## src/rtl/instruction_fetch_pkg.sv

```systemverilog
`default_nettype none
// ============================================================================
// Module      : instruction_fetch_pkg
// Description : Shared definitions for the program sequencer: fetch state
//               encoding, default field widths and opcode constants.
// Revision    : 1.0 - initial release
// ============================================================================
package instruction_fetch_pkg;

    localparam int DEF_INSTR_WIDTH  = 16;
    localparam int DEF_OPCODE_WIDTH = 3;

    // Opcode field values shared with the decoder
    localparam logic [2:0] OP_MOV  = 3'd0;
    localparam logic [2:0] OP_SETB = 3'd1;
    localparam logic [2:0] OP_SETD = 3'd2;
    localparam logic [2:0] OP_MAC  = 3'd3;
    localparam logic [2:0] OP_LDSW = 3'd4;
    localparam logic [2:0] OP_WAIT = 3'd5;

    typedef enum logic [2:0] {
        ST_IDLE = 3'd0,
        ST_FILL = 3'd1,
        ST_RUN  = 3'd2,
        ST_WAIT = 3'd3,
        ST_DONE = 3'd4
    } fetch_state_t;

endpackage
`default_nettype wire

```

## src/rtl/instruction_fetch_wait_timer.sv

```systemverilog
`default_nettype none
// ============================================================================
// Module      : wait_timer
// Description : Loadable down-counter. expired is high in the cycle where a
//               loaded count has reached zero; it then disarms itself.
// Revision    : 1.0 - initial release
// ============================================================================
module wait_timer #(
    parameter int WAIT_WIDTH = 8
) (
    input  logic                  clk,
    input  logic                  rst,
    input  logic                  clear,
    input  logic                  load,
    input  logic [WAIT_WIDTH-1:0] load_val,
    output logic                  expired
);

    logic [WAIT_WIDTH-1:0] count;
    logic                  armed;

    // Count down from the loaded value; disarm once zero has been seen
    always_ff @(posedge clk or posedge rst) begin
        if (rst) begin
            count <= '0;
            armed <= 1'b0;
        end else if (clear) begin
            count <= '0;
            armed <= 1'b0;
        end else if (load) begin
            count <= load_val;
            armed <= 1'b1;
        end else if (armed) begin
            if (count == '0) begin
                armed <= 1'b0;
            end else begin
                count <= count - 1'b1;
            end
        end
    end

    assign expired = armed && (count == '0);

endmodule
`default_nettype wire

```

## src/rtl/instruction_fetch.sv

```systemverilog
`default_nettype none
// ============================================================================
// Module      : instruction_fetch
// Description : Program sequencer. Streams instructions 0..prog_len from a
//               synchronous memory into a registered IR, stalls issue for
//               WAIT instructions flagged by the decoder, then pulses done.
// Revision    : 1.0 - initial release
// ============================================================================
module instruction_fetch
    import instruction_fetch_pkg::*;
#(
    parameter int INSTR_WIDTH  = DEF_INSTR_WIDTH,
    parameter int OPCODE_WIDTH = DEF_OPCODE_WIDTH,
    parameter int ADDR_WIDTH   = 8,
    parameter int WAIT_WIDTH   = 8
) (
    input  logic                            clk,
    input  logic                            rst,
    input  logic                            start,
    input  logic                            stop,
    input  logic [ADDR_WIDTH-1:0]           prog_len,
    output logic                            imem_rd_en,
    output logic [ADDR_WIDTH-1:0]           imem_addr,
    input  logic [INSTR_WIDTH-1:0]          imem_rdata,
    input  logic                            f_wait,
    output logic [OPCODE_WIDTH-1:0]         opcode,
    output logic [INSTR_WIDTH-OPCODE_WIDTH-1:0] operand,
    output logic                            instr_valid,
    output logic                            busy,
    output logic                            done
);

    localparam int OPERAND_WIDTH = INSTR_WIDTH - OPCODE_WIDTH;

    fetch_state_t           state;
    fetch_state_t           state_next;

    logic [ADDR_WIDTH-1:0]  pc;          // address of the next read
    logic [ADDR_WIDTH-1:0]  last_addr;   // prog_len captured at start
    logic                   reads_done;  // read of last_addr already issued
    logic                   rvalid;      // imem_rdata carries a word this cycle
    logic                   rlast;       // ...and that word is the last one
    logic [INSTR_WIDTH-1:0] ir;
    logic                   ir_last;
    logic [INSTR_WIDTH-1:0] skid;
    logic                   skid_valid;
    logic                   skid_last;
    logic [WAIT_WIDTH-1:0]  wait_n;
    logic                   stall;
    logic                   expired;
    logic                   at_last;
    logic                   rd_issue;
    logic                   timer_load;

    assign instr_valid = (state == ST_RUN);
    assign busy        = (state != ST_IDLE);
    assign done        = (state == ST_DONE);
    assign wait_n      = ir[WAIT_WIDTH-1:0];
    // A zero-length WAIT behaves like any other instruction
    assign stall       = instr_valid && f_wait && (wait_n != '0);
    assign at_last     = (pc == last_addr);
    assign timer_load  = stall && !stop;

    assign imem_rd_en  = rd_issue;
    assign imem_addr   = pc;
    assign opcode      = ir[INSTR_WIDTH-1 -: OPCODE_WIDTH];
    assign operand     = ir[OPERAND_WIDTH-1:0];

    // Read strobe: continuous in FILL/RUN, held off while a WAIT is issued,
    // and re-issued in the last stall cycle so the skid word is followed
    // without a bubble
    always_comb begin
        rd_issue = 1'b0;
        case (state)
            ST_FILL: rd_issue = 1'b1;
            ST_RUN:  rd_issue = !stall;
            ST_WAIT: rd_issue = expired;
            default: rd_issue = 1'b0;
        endcase
        if (reads_done) begin
            rd_issue = 1'b0;
        end
    end

    // State register
    always_ff @(posedge clk or posedge rst) begin
        if (rst) begin
            state <= ST_IDLE;
        end else begin
            state <= state_next;
        end
    end

    // Next-state logic
    always_comb begin
        state_next = state;
        case (state)
            ST_IDLE: begin
                if (start && !stop) begin
                    state_next = ST_FILL;
                end
            end
            ST_FILL: begin
                if (stop) begin
                    state_next = ST_IDLE;
                end else if (rvalid) begin
                    state_next = ST_RUN;
                end
            end
            ST_RUN: begin
                if (stop) begin
                    state_next = ST_IDLE;
                end else if (stall) begin
                    state_next = ST_WAIT;
                end else if (ir_last) begin
                    state_next = ST_DONE;
                end
            end
            ST_WAIT: begin
                if (stop) begin
                    state_next = ST_IDLE;
                end else if (expired) begin
                    state_next = skid_valid ? ST_RUN : ST_DONE;
                end
            end
            ST_DONE: state_next = ST_IDLE;
            default: state_next = ST_IDLE;
        endcase
    end

    // Read address sequencing and read-data tracking
    always_ff @(posedge clk or posedge rst) begin
        if (rst) begin
            pc         <= '0;
            last_addr  <= '0;
            reads_done <= 1'b0;
            rvalid     <= 1'b0;
            rlast      <= 1'b0;
        end else if (state == ST_IDLE) begin
            rvalid <= 1'b0;
            rlast  <= 1'b0;
            if (start && !stop) begin
                pc         <= '0;
                last_addr  <= prog_len;
                reads_done <= 1'b0;
            end
        end else if (stop || state == ST_DONE) begin
            pc         <= '0;
            reads_done <= 1'b0;
            rvalid     <= 1'b0;
            rlast      <= 1'b0;
        end else begin
            rvalid <= rd_issue;
            rlast  <= rd_issue && at_last;
            if (rd_issue) begin
                // Stop at last_addr rather than stepping past it
                if (at_last) begin
                    reads_done <= 1'b1;
                end else begin
                    pc <= pc + 1'b1;
                end
            end
        end
    end

    // Instruction register and one-entry skid buffer
    always_ff @(posedge clk or posedge rst) begin
        if (rst) begin
            ir         <= '0;
            ir_last    <= 1'b0;
            skid       <= '0;
            skid_valid <= 1'b0;
            skid_last  <= 1'b0;
        end else if (stop && state != ST_IDLE) begin
            skid_valid <= 1'b0;
        end else begin
            case (state)
                ST_FILL: begin
                    if (rvalid) begin
                        ir      <= imem_rdata;
                        ir_last <= rlast;
                    end
                end
                ST_RUN: begin
                    if (stall) begin
                        // Word already in flight lands here while IR holds
                        skid       <= imem_rdata;
                        skid_valid <= rvalid;
                        skid_last  <= rlast;
                    end else if (!ir_last) begin
                        ir      <= imem_rdata;
                        ir_last <= rlast;
                    end
                end
                ST_WAIT: begin
                    if (expired && skid_valid) begin
                        ir         <= skid;
                        ir_last    <= skid_last;
                        skid_valid <= 1'b0;
                    end
                end
                default: begin
                end
            endcase
        end
    end

    // Load N-1 so that expiry marks the final stall cycle
    wait_timer #(
        .WAIT_WIDTH (WAIT_WIDTH)
    ) u_wait_timer (
        .clk      (clk),
        .rst      (rst),
        .clear    (stop),
        .load     (timer_load),
        .load_val (wait_n - 1'b1),
        .expired  (expired)
    );

endmodule
`default_nettype wire
```

## config.mk

```make
export PLATFORM = sky130hd
export DESIGN_NAME = instruction_fetch
export DESIGN_NICKNAME = d
export VERILOG_FILES = /design/src/rtl/instruction_fetch_pkg.sv /design/src/rtl/instruction_fetch_wait_timer.sv /design/src/rtl/instruction_fetch.sv
export SDC_FILE = /design/constraint.sdc
export NUM_CORES = 1
export LEC_CHECK = 0
export CAP_MARGIN = 20
export CORE_MARGIN = 1
export CORE_UTILIZATION = 40
export DETAILED_ROUTE_END_ITERATION = 12
export PLACE_DENSITY_LB_ADDON = 0.08
export SYNTH_ARGS = -nofsm -noshare
export SYNTH_HDL_FRONTEND = slang
export SYNTH_SLANG_ARGS = --single-unit
```

## constraint.sdc

```tcl
create_clock -name clk -period 2.6 [get_ports clk]
set_input_delay 0.52 -clock clk [delete_from_list [all_inputs] [get_ports clk]]
set_output_delay 0.52 -clock clk [all_outputs]
set_load 0.01 [all_outputs]
```

==> flow_metrics.py, run 1 <==
metrics = {
    "synthesis": {
        "synth_flop_cell": "dfrtp_1",
        "yosysWarnings": 0,
        "synth_edf_count": 0,
        "netlist_area_um2": 3438,
        "yosys.area.top_type": "dfrtp_1",
        "synth.area.top_cells": "dfrtp_1 (48%), mux2_2 (8.5%), mux2i_1 (7.3%)",
        "ys_async_sr_fraction_pct": 100.0,
        "syn_nets": 347,
        "synth_top_area_share_pct": 48.03,
        "synth.distinct_cells": 53,
        "seq_area_frac_synth_pct": 48.03,
        "ys_ff_latch": 66,
        "syn_inst": 316,
        "synth.avg_cell_area_um2": 10.88,
    },
    "pwr": {
        "power.leakage_nw": 1.978,
        "swShare_pct": 35.81,
        "power_frac_seq_pct": 35.4,
        "p_comb_share_pct": 44.9,
        "power_density_nw_per_um2": 1047,
        "ir_worst_vdd_uv": 410.6,
        "p_sw_mw": 1.695,
        "total_power_mw": 4.731,
        "clock_power_share_pct": 19.7,
        "intPower_mw": 3.037,
    },
    "cts": {
        "clk_latency_ns": 0.33,
        "clock-sinks": 66,
        "cts_buffers": 9,
        "clockRootBuffer": "clkbuf_8",
        "hold_buffers": 0,
        "cts_tree": "yes",
        "clock_path_buffers": 2,
        "clk_pin_slew_ns": 0.07,
        "htreeDepth": 3,
    },
    "route": {
        "postRouteWirelength_mm": 7.688,
        "viasPerCell": 5.307,
        "drt_iter0_drc": 105,
        "num_vias": 2664,
        "drc_errors": 0,
        "dr.pass1.iters": 4,
        "wire_per_inst_um": 15.31,
        "final_antenna_net_count": 0,
    },
    "sta": {
        "finalMaxSlewViolations": 0,
        "fin_tns_setup_ns": 0,
        "relSlewSlack_pct": 60.69,
        "finalSetupViolations": 0,
        "fmax_mhz": 405.6,
        "finalCritPeriodShare_pct": 94.82,
        "final.setup.worst_slack_ns": 0.1348,
        "final_hold_viol_count": 0,
        "min_period_ns": 2.465,
        "tightest_slew_ns": 0.5748,
        "fin_skew_ns": 0.004102,
    },
    "flow_run": {
        "max_cap_violations": 0,
    },
    "worst_setup_path": {
        "cp-end-kind": "primary output",
        "crit_type": "reg -> out",
        "worstSetupStartpointType": "flip-flop",
        "crit_arrival_ns": 1.95,
        "cp_max_fo": 3,
        "reg2reg_slack_ns": 0.15,
        "ff2ff_path_depth": 10,
        "required_ns": 2.08,
    },
    "cells_and_area": {
        "final_nets": 424,
        "drive_gt1_share_pct": 23.93,
        "area_growth_syn_to_layout_pct": 31.44,
        "diodes": 0,
        "seq_area_um2": 1652,
        "multi_input_comb_area_um2": 1715,
        "fill_cells": 751,
        "final_common_cell": "dfrtp_1",
        "final_cell_mix": "dfrtp_1 (66), clkdlybuf4s50_1 (55), nor2_1 (36), mux2_2 (26), mux2i_1 (25)",
    },
    "die": {
        "chipHeight_um": 94.72,
        "start_util_pct": 41.64,
        "core-area_um2": 8258,
        "ios": 57,
        "dieArea_um2": 8971,
        "die-width_um": 94.72,
        "rows": 33,
    },
    "place": {
        "dp_hpwl_mm": 5.282,
        "post-place-ws_ns": 0.01559,
        "place_congestion": 0.8092,
        "io_buffers": 56,
    },
    "global_route": {
        "grt_max_degree": 67,
        "grt_antenna_before_repair": 0,
        "grt_pass1_vias": 2720,
        "grt_overflow_total": 0,
        "grt_use_total_pct": 19.39,
        "use_met3_pct": 3.704,
        "grt_first_pass_wirelength_mm": 13.30,
        "use_met2_pct": 29.08,
        "grt.busiest_layer": "met2",
        "use_met1_pct": 26.96,
    },
    "worst_hold_path": {
        "hold_path.class": "reg -> reg",
        "hold_path_depth": 1,
    },
    "run_status": {
        "status": "complete, no violations",
    },
}
## Yosys cell counts, types with 3 or more instances
| library cell | instances |
|---|---|
| a211oi_1 | 6 |
| a21oi_1 | 10 |
| a21oi_2 | 11 |
| and2_1 | 4 |
| buf_2 | 3 |
| buf_6 | 3 |
| clkbuf_1 | 7 |
| dfrtp_1 | 66 |
| inv_1 | 9 |
| mux2_2 | 26 |
| mux2i_1 | 25 |
| nand2_1 | 12 |
| nand2b_1 | 7 |
| nand3_1 | 6 |
| nor2_1 | 37 |
| nor3_1 | 5 |
| nor4_1 | 8 |
| o211ai_1 | 4 |
| o21ai_0 | 4 |
| or4_1 | 7 |
| xnor2_1 | 4 |
| xor2_1 | 11 |
## registers in the layout (all words and copies together) (netlist names), 3 cells and up
| register | count |
|---|---|
| state | 3 |
| u_wait_timer.count | 8 |
| skid | 16 |
| imem_addr | 8 |
| ir | 16 |
| last_addr | 8 |
## metrics by stage
| stage | util (%) | cell area, um^2 | instances | hold WS, ns |
|---|---|---|---|---|
| after floorplan | - | 3467 | 316 | 0.4792 |
| after CTS | 54.32 | 4486 | 501 | 0.5123 |
| after global placement | 51.83 | 4280 | 486 | 0.4886 |
| after global routing | 54.73 | 4519 | 502 | 0.5190 |
| after detailed placement | 51.83 | 4280 | 486 | 0.4947 |
| final | 54.73 | 4519 | 502 | 0.5079 |
## per-layer routing
layer  wire (um)  part of all wire (%)
met1        3762                    49
met4         154                   2.0
met5           0                     0
met3         275                   3.6
met2        3495                    45
## worst max-delay path: stages (launching register included)
cell             delay (ns)
dfrtp_1                0.38
or4_4                  0.57
o21ai_2                0.18
a2bb2oi_2              0.09
nor2_1                 0.14
clkdlybuf4s15_1        0.26
## layout make-up
class / instances / area share (%)
Multi-Input combinational cell: 225 / 37.96
Timing Repair Buffer: 82 / 17.28
Clock buffer: 9 / 2.741
Clock inverter: 6 / 1.827
Inverter: 9 / 0.7475
Sequential cell: 66 / 36.54
Tap cell: 105 / 2.907
## logic make-up (layout without fill, tap and decap cells)
group,count (synthesis),after routing,share of synthesized area (%)
simple gates,99,99,14.66
buf+inv,25,106,3.639
flops,66,66,48.03
mux,51,51,15.79
fa+ha+maj,2,2,0.7277
xor+xnor,15,15,3.821
compound gates,58,58,13.32
## power groups by stage
stage               Combinational [mW]  Clock [mW]  Sequential (mW)
floorplan                         1.24           0             1.72
CTS                               2.11       0.964             1.67
detailed placement                2.11           0             1.69
finish                            2.13       0.931             1.67
global placement                  2.09           0             1.68
global route                      2.37       0.997             1.72
## path summary, 6_finish.rpt
path,startpoint,endpoint
setup / recovery,ir[4]$_DFFE_PP0P_,imem_rd_en
min in group asynchronous,rst,last_addr[1]$_DFFE_PP0P_
max in group asynchronous,rst,skid[0]$_DFFE_PP0P_
setup reg to reg,ir[0]$_DFFE_PP0P_,u_wait_timer.count[6]$_DFFE_PP0P_
hold / removal,skid[6]$_DFFE_PP0P_,skid[6]$_DFFE_PP0P_
hold reg to reg,skid[6]$_DFFE_PP0P_,skid[6]$_DFFE_PP0P_
## repair_timing
item | 4_1_cts | 5_1_grt
pin swaps | 0 | 2
buffers inserted | 0 | 1
setup endpoints to repair | 1 | 3
resized for setup | 1 | 6
Note: power is estimated with default switching activity, not from simulation.
==> run 2: changes to the inputs <==
--- a/config.mk
+++ b/config.mk
@@ -5,7 +5,8 @@
 export SDC_FILE = /design/constraint.sdc
 export NUM_CORES = 1
 export LEC_CHECK = 0
-export CAP_MARGIN = 20
+export CAP_MARGIN = 10
+export CORE_ASPECT_RATIO = 1.1
 export CORE_MARGIN = 1
 export CORE_UTILIZATION = 40
 export DETAILED_ROUTE_END_ITERATION = 12
==> run 2 against run 1 <==
First-iteration DRC count up 12%. Die area about the same. Count of clock-buffer cells in the layout unchanged. Utilization down 0.098 points. Non-clock buffer count up 6. Routed wire length about the same. Clock skew up 0.0053 ns. Final cell count up 2.6%. Setup slack worse by 0.034 ns. Final area up 1.1%. Hold slack about the same. Via count about the same. Largest power group unchanged.
==> flow_metrics.py, run 2 (synthesized netlist as in run 1, its figures left out) <==
metrics = {
    "run_status": {
        "status": "complete, no violations",
    },
    "pwr": {
        "total_power_mw": 4.778,
        "ir_worst_vdd_uv": 674.1,
        "power_density_nw_per_um2": 1046,
        "power.leakage_nw": 2.010,
    },
    "place": {
        "place_congestion": 0.7877,
        "io_buffers": 56,
        "dp_cells": 497,
        "dp_hpwl_mm": 5.421,
    },
    "route": {
        "viasPerCell": 5.175,
        "dr.pass1.iters": 5,
        "final_antenna_net_count": 0,
        "drt_iter0_drc": 118,
        "postRouteWirelength_mm": 7.692,
        "drc_errors": 0,
        "num_vias": 2665,
        "wire_per_inst_um": 14.94,
    },
    "global_route": {
        "grt_antenna_before_repair": 0,
        "grt_first_pass_wirelength_mm": 13.07,
        "grt_max_degree": 67,
        "grt_use_total_pct": 18.54,
        "grt_overflow_total": 0,
        "grt_pass1_vias": 2681,
    },
    "cts": {
        "cts_tree": "yes",
        "clockRootBuffer": "clkbuf_8",
        "htreeDepth": 3,
        "clk_latency_ns": 0.34,
        "cts_buffers": 9,
        "clock-sinks": 66,
        "clk_pin_slew_ns": 0.07,
        "hold_buffers": 0,
        "clock_path_buffers": 2,
    },
    "cells_and_area": {
        "reg_top3": "ir: 16 flops, skid: 16 flops",
        "instances_no_fill": 515,
        "area_growth_syn_to_layout_pct": 32.90,
        "fill_cells": 769,
        "drive_gt1_share_pct": 24.75,
        "multi_input_comb_area_um2": 1703,
        "final_common_cell": "dfrtp_1",
        "diodes": 0,
        "final_nets": 430,
        "final_cell_mix": "dfrtp_1 (66), clkdlybuf4s50_1 (55), nor2_1 (35), buf_4 (30), mux2_2 (26)",
        "seq_area_um2": 1652,
    },
    "flow_run": {
        "max_cap_violations": 0,
    },
    "worst_hold_path": {
        "hold_path.class": "reg -> reg",
        "hold_path_depth": 1,
        "hold_end": "skid_last$_DFFE_PP0P_",
        "min_from": "skid_last$_DFFE_PP0P_",
    },
    "die": {
        "die-width_um": 90.40,
        "chipHeight_um": 99.24,
        "start_util_pct": 41.11,
        "core-area_um2": 8364,
        "rows": 35,
        "dieArea_um2": 8971,
        "ios": 57,
    },
    "worst_setup_path": {
        "ff2ff_path_depth": 10,
        "worstSetupStartpointType": "flip-flop",
        "cp-end-kind": "primary output",
        "reg2reg_slack_ns": 0.17,
        "cp_max_fo": 3,
        "crit_type": "reg -> out",
        "startpoint": "ir[4]$_DFFE_PP0P_",
        "required_ns": 2.08,
        "r2r_end": "u_wait_timer.count[4]$_DFFE_PP0P_",
        "crit_arrival_ns": 1.98,
        "rr_startpoint": "ir[0]$_DFFE_PP0P_",
    },
    "sta": {
        "finalMaxSlewViolations": 0,
        "tightest_slew_ns": 0.5162,
        "relSlewSlack_pct": 64.70,
        "fin_skew_ns": 0.009373,
        "finalSetupViolations": 0,
        "fin_tns_setup_ns": 0,
        "rsz0062_at_grt": "no",
        "fmax_mhz": 400.1,
        "final_hold_viol_count": 0,
        "finalCritPeriodShare_pct": 96.12,
        "min_period_ns": 2.499,
        "hold_ws_ns": 0.5081,
    },
}
## run 2: cell type report
type | count | area share [%]
flip-flops and latches | 66 | 36.14
multi-input cells | 225 | 37.27
repair buffers | 88 | 18.04
inverters | 9 | 0.7393
clock inverters | 7 | 2.054
clock buffers | 9 | 2.711
well taps | 111 | 3.039
## run 2: how the worst max path moves through the flow
stage | cells past startpoint | end | slack, ns
CTS | 5 | imem_rd_en | 0.008
detailed placement | 9 | u_wait_timer.count[4]$_DFFE_PP0P_ | 0.03
finish | 5 | imem_rd_en | 0.10
global route | 10 | u_wait_timer.count[4]$_DFFE_PP0P_ | 0.005
global placement | 5 | imem_rd_en | 0.06
floorplan | 11 | u_wait_timer.count[6]$_DFFE_PP0P_ | 0.00008
## run 2: critical path, cell delays in order (launching register included)
cell	delay [ns]
dfrtp_1	0.38
or4_4	0.57
o21ai_2	0.20
a2bb2oi_2	0.09
nor2_2	0.12
dlygate4sd2_1	0.28
## run 2: stage by stage
step | setup WS, ns | utilization (%) | cell area (um^2)
finish | 0.1008 | 54.63 | 4569
global route | 0.004596 | 54.63 | 4569
CTS | 0.007825 | 54.33 | 4544
detailed placement | 0.02977 | 51.71 | 4325
global placement | 0.05829 | 51.71 | 4325
floorplan | 0.00008371 | - | 3467
## run 2: layer usage
layer | GRT usage (%) | vias up | wire [um]
met3 | 4.205 | 13 | 403
met4 | 8.561 | 0 | 155
met2 | 28.48 | 58 | 3526
li1 | - | 1311 | -
met1 | 25.05 | 1283 | 3607
met5 | 0 | - | 0
## run 2: what timing repair did
| item | in CTS | in global routing |
|---|---|---|
| gates resized for setup | 2 | 2 |
| setup endpoints to repair | 1 | 3 |
| setup buffers | 0 | 2 |
| pin swaps | 0 | 2 |
| hold endpoints to repair | 0 | 0 |
## run 2: power breakdown
part | switching, mW | total (mW) | internal [mW] | leakage [nW]
Sequential | 0.253 | 1.65 | 1.40 | 0.827
Combinational | 1.04 | 2.17 | 1.14 | 1.08
Clock | 0.415 | 0.952 | 0.538 | 0.105
Total | 1.70 | 4.78 | 3.07 | 2.01
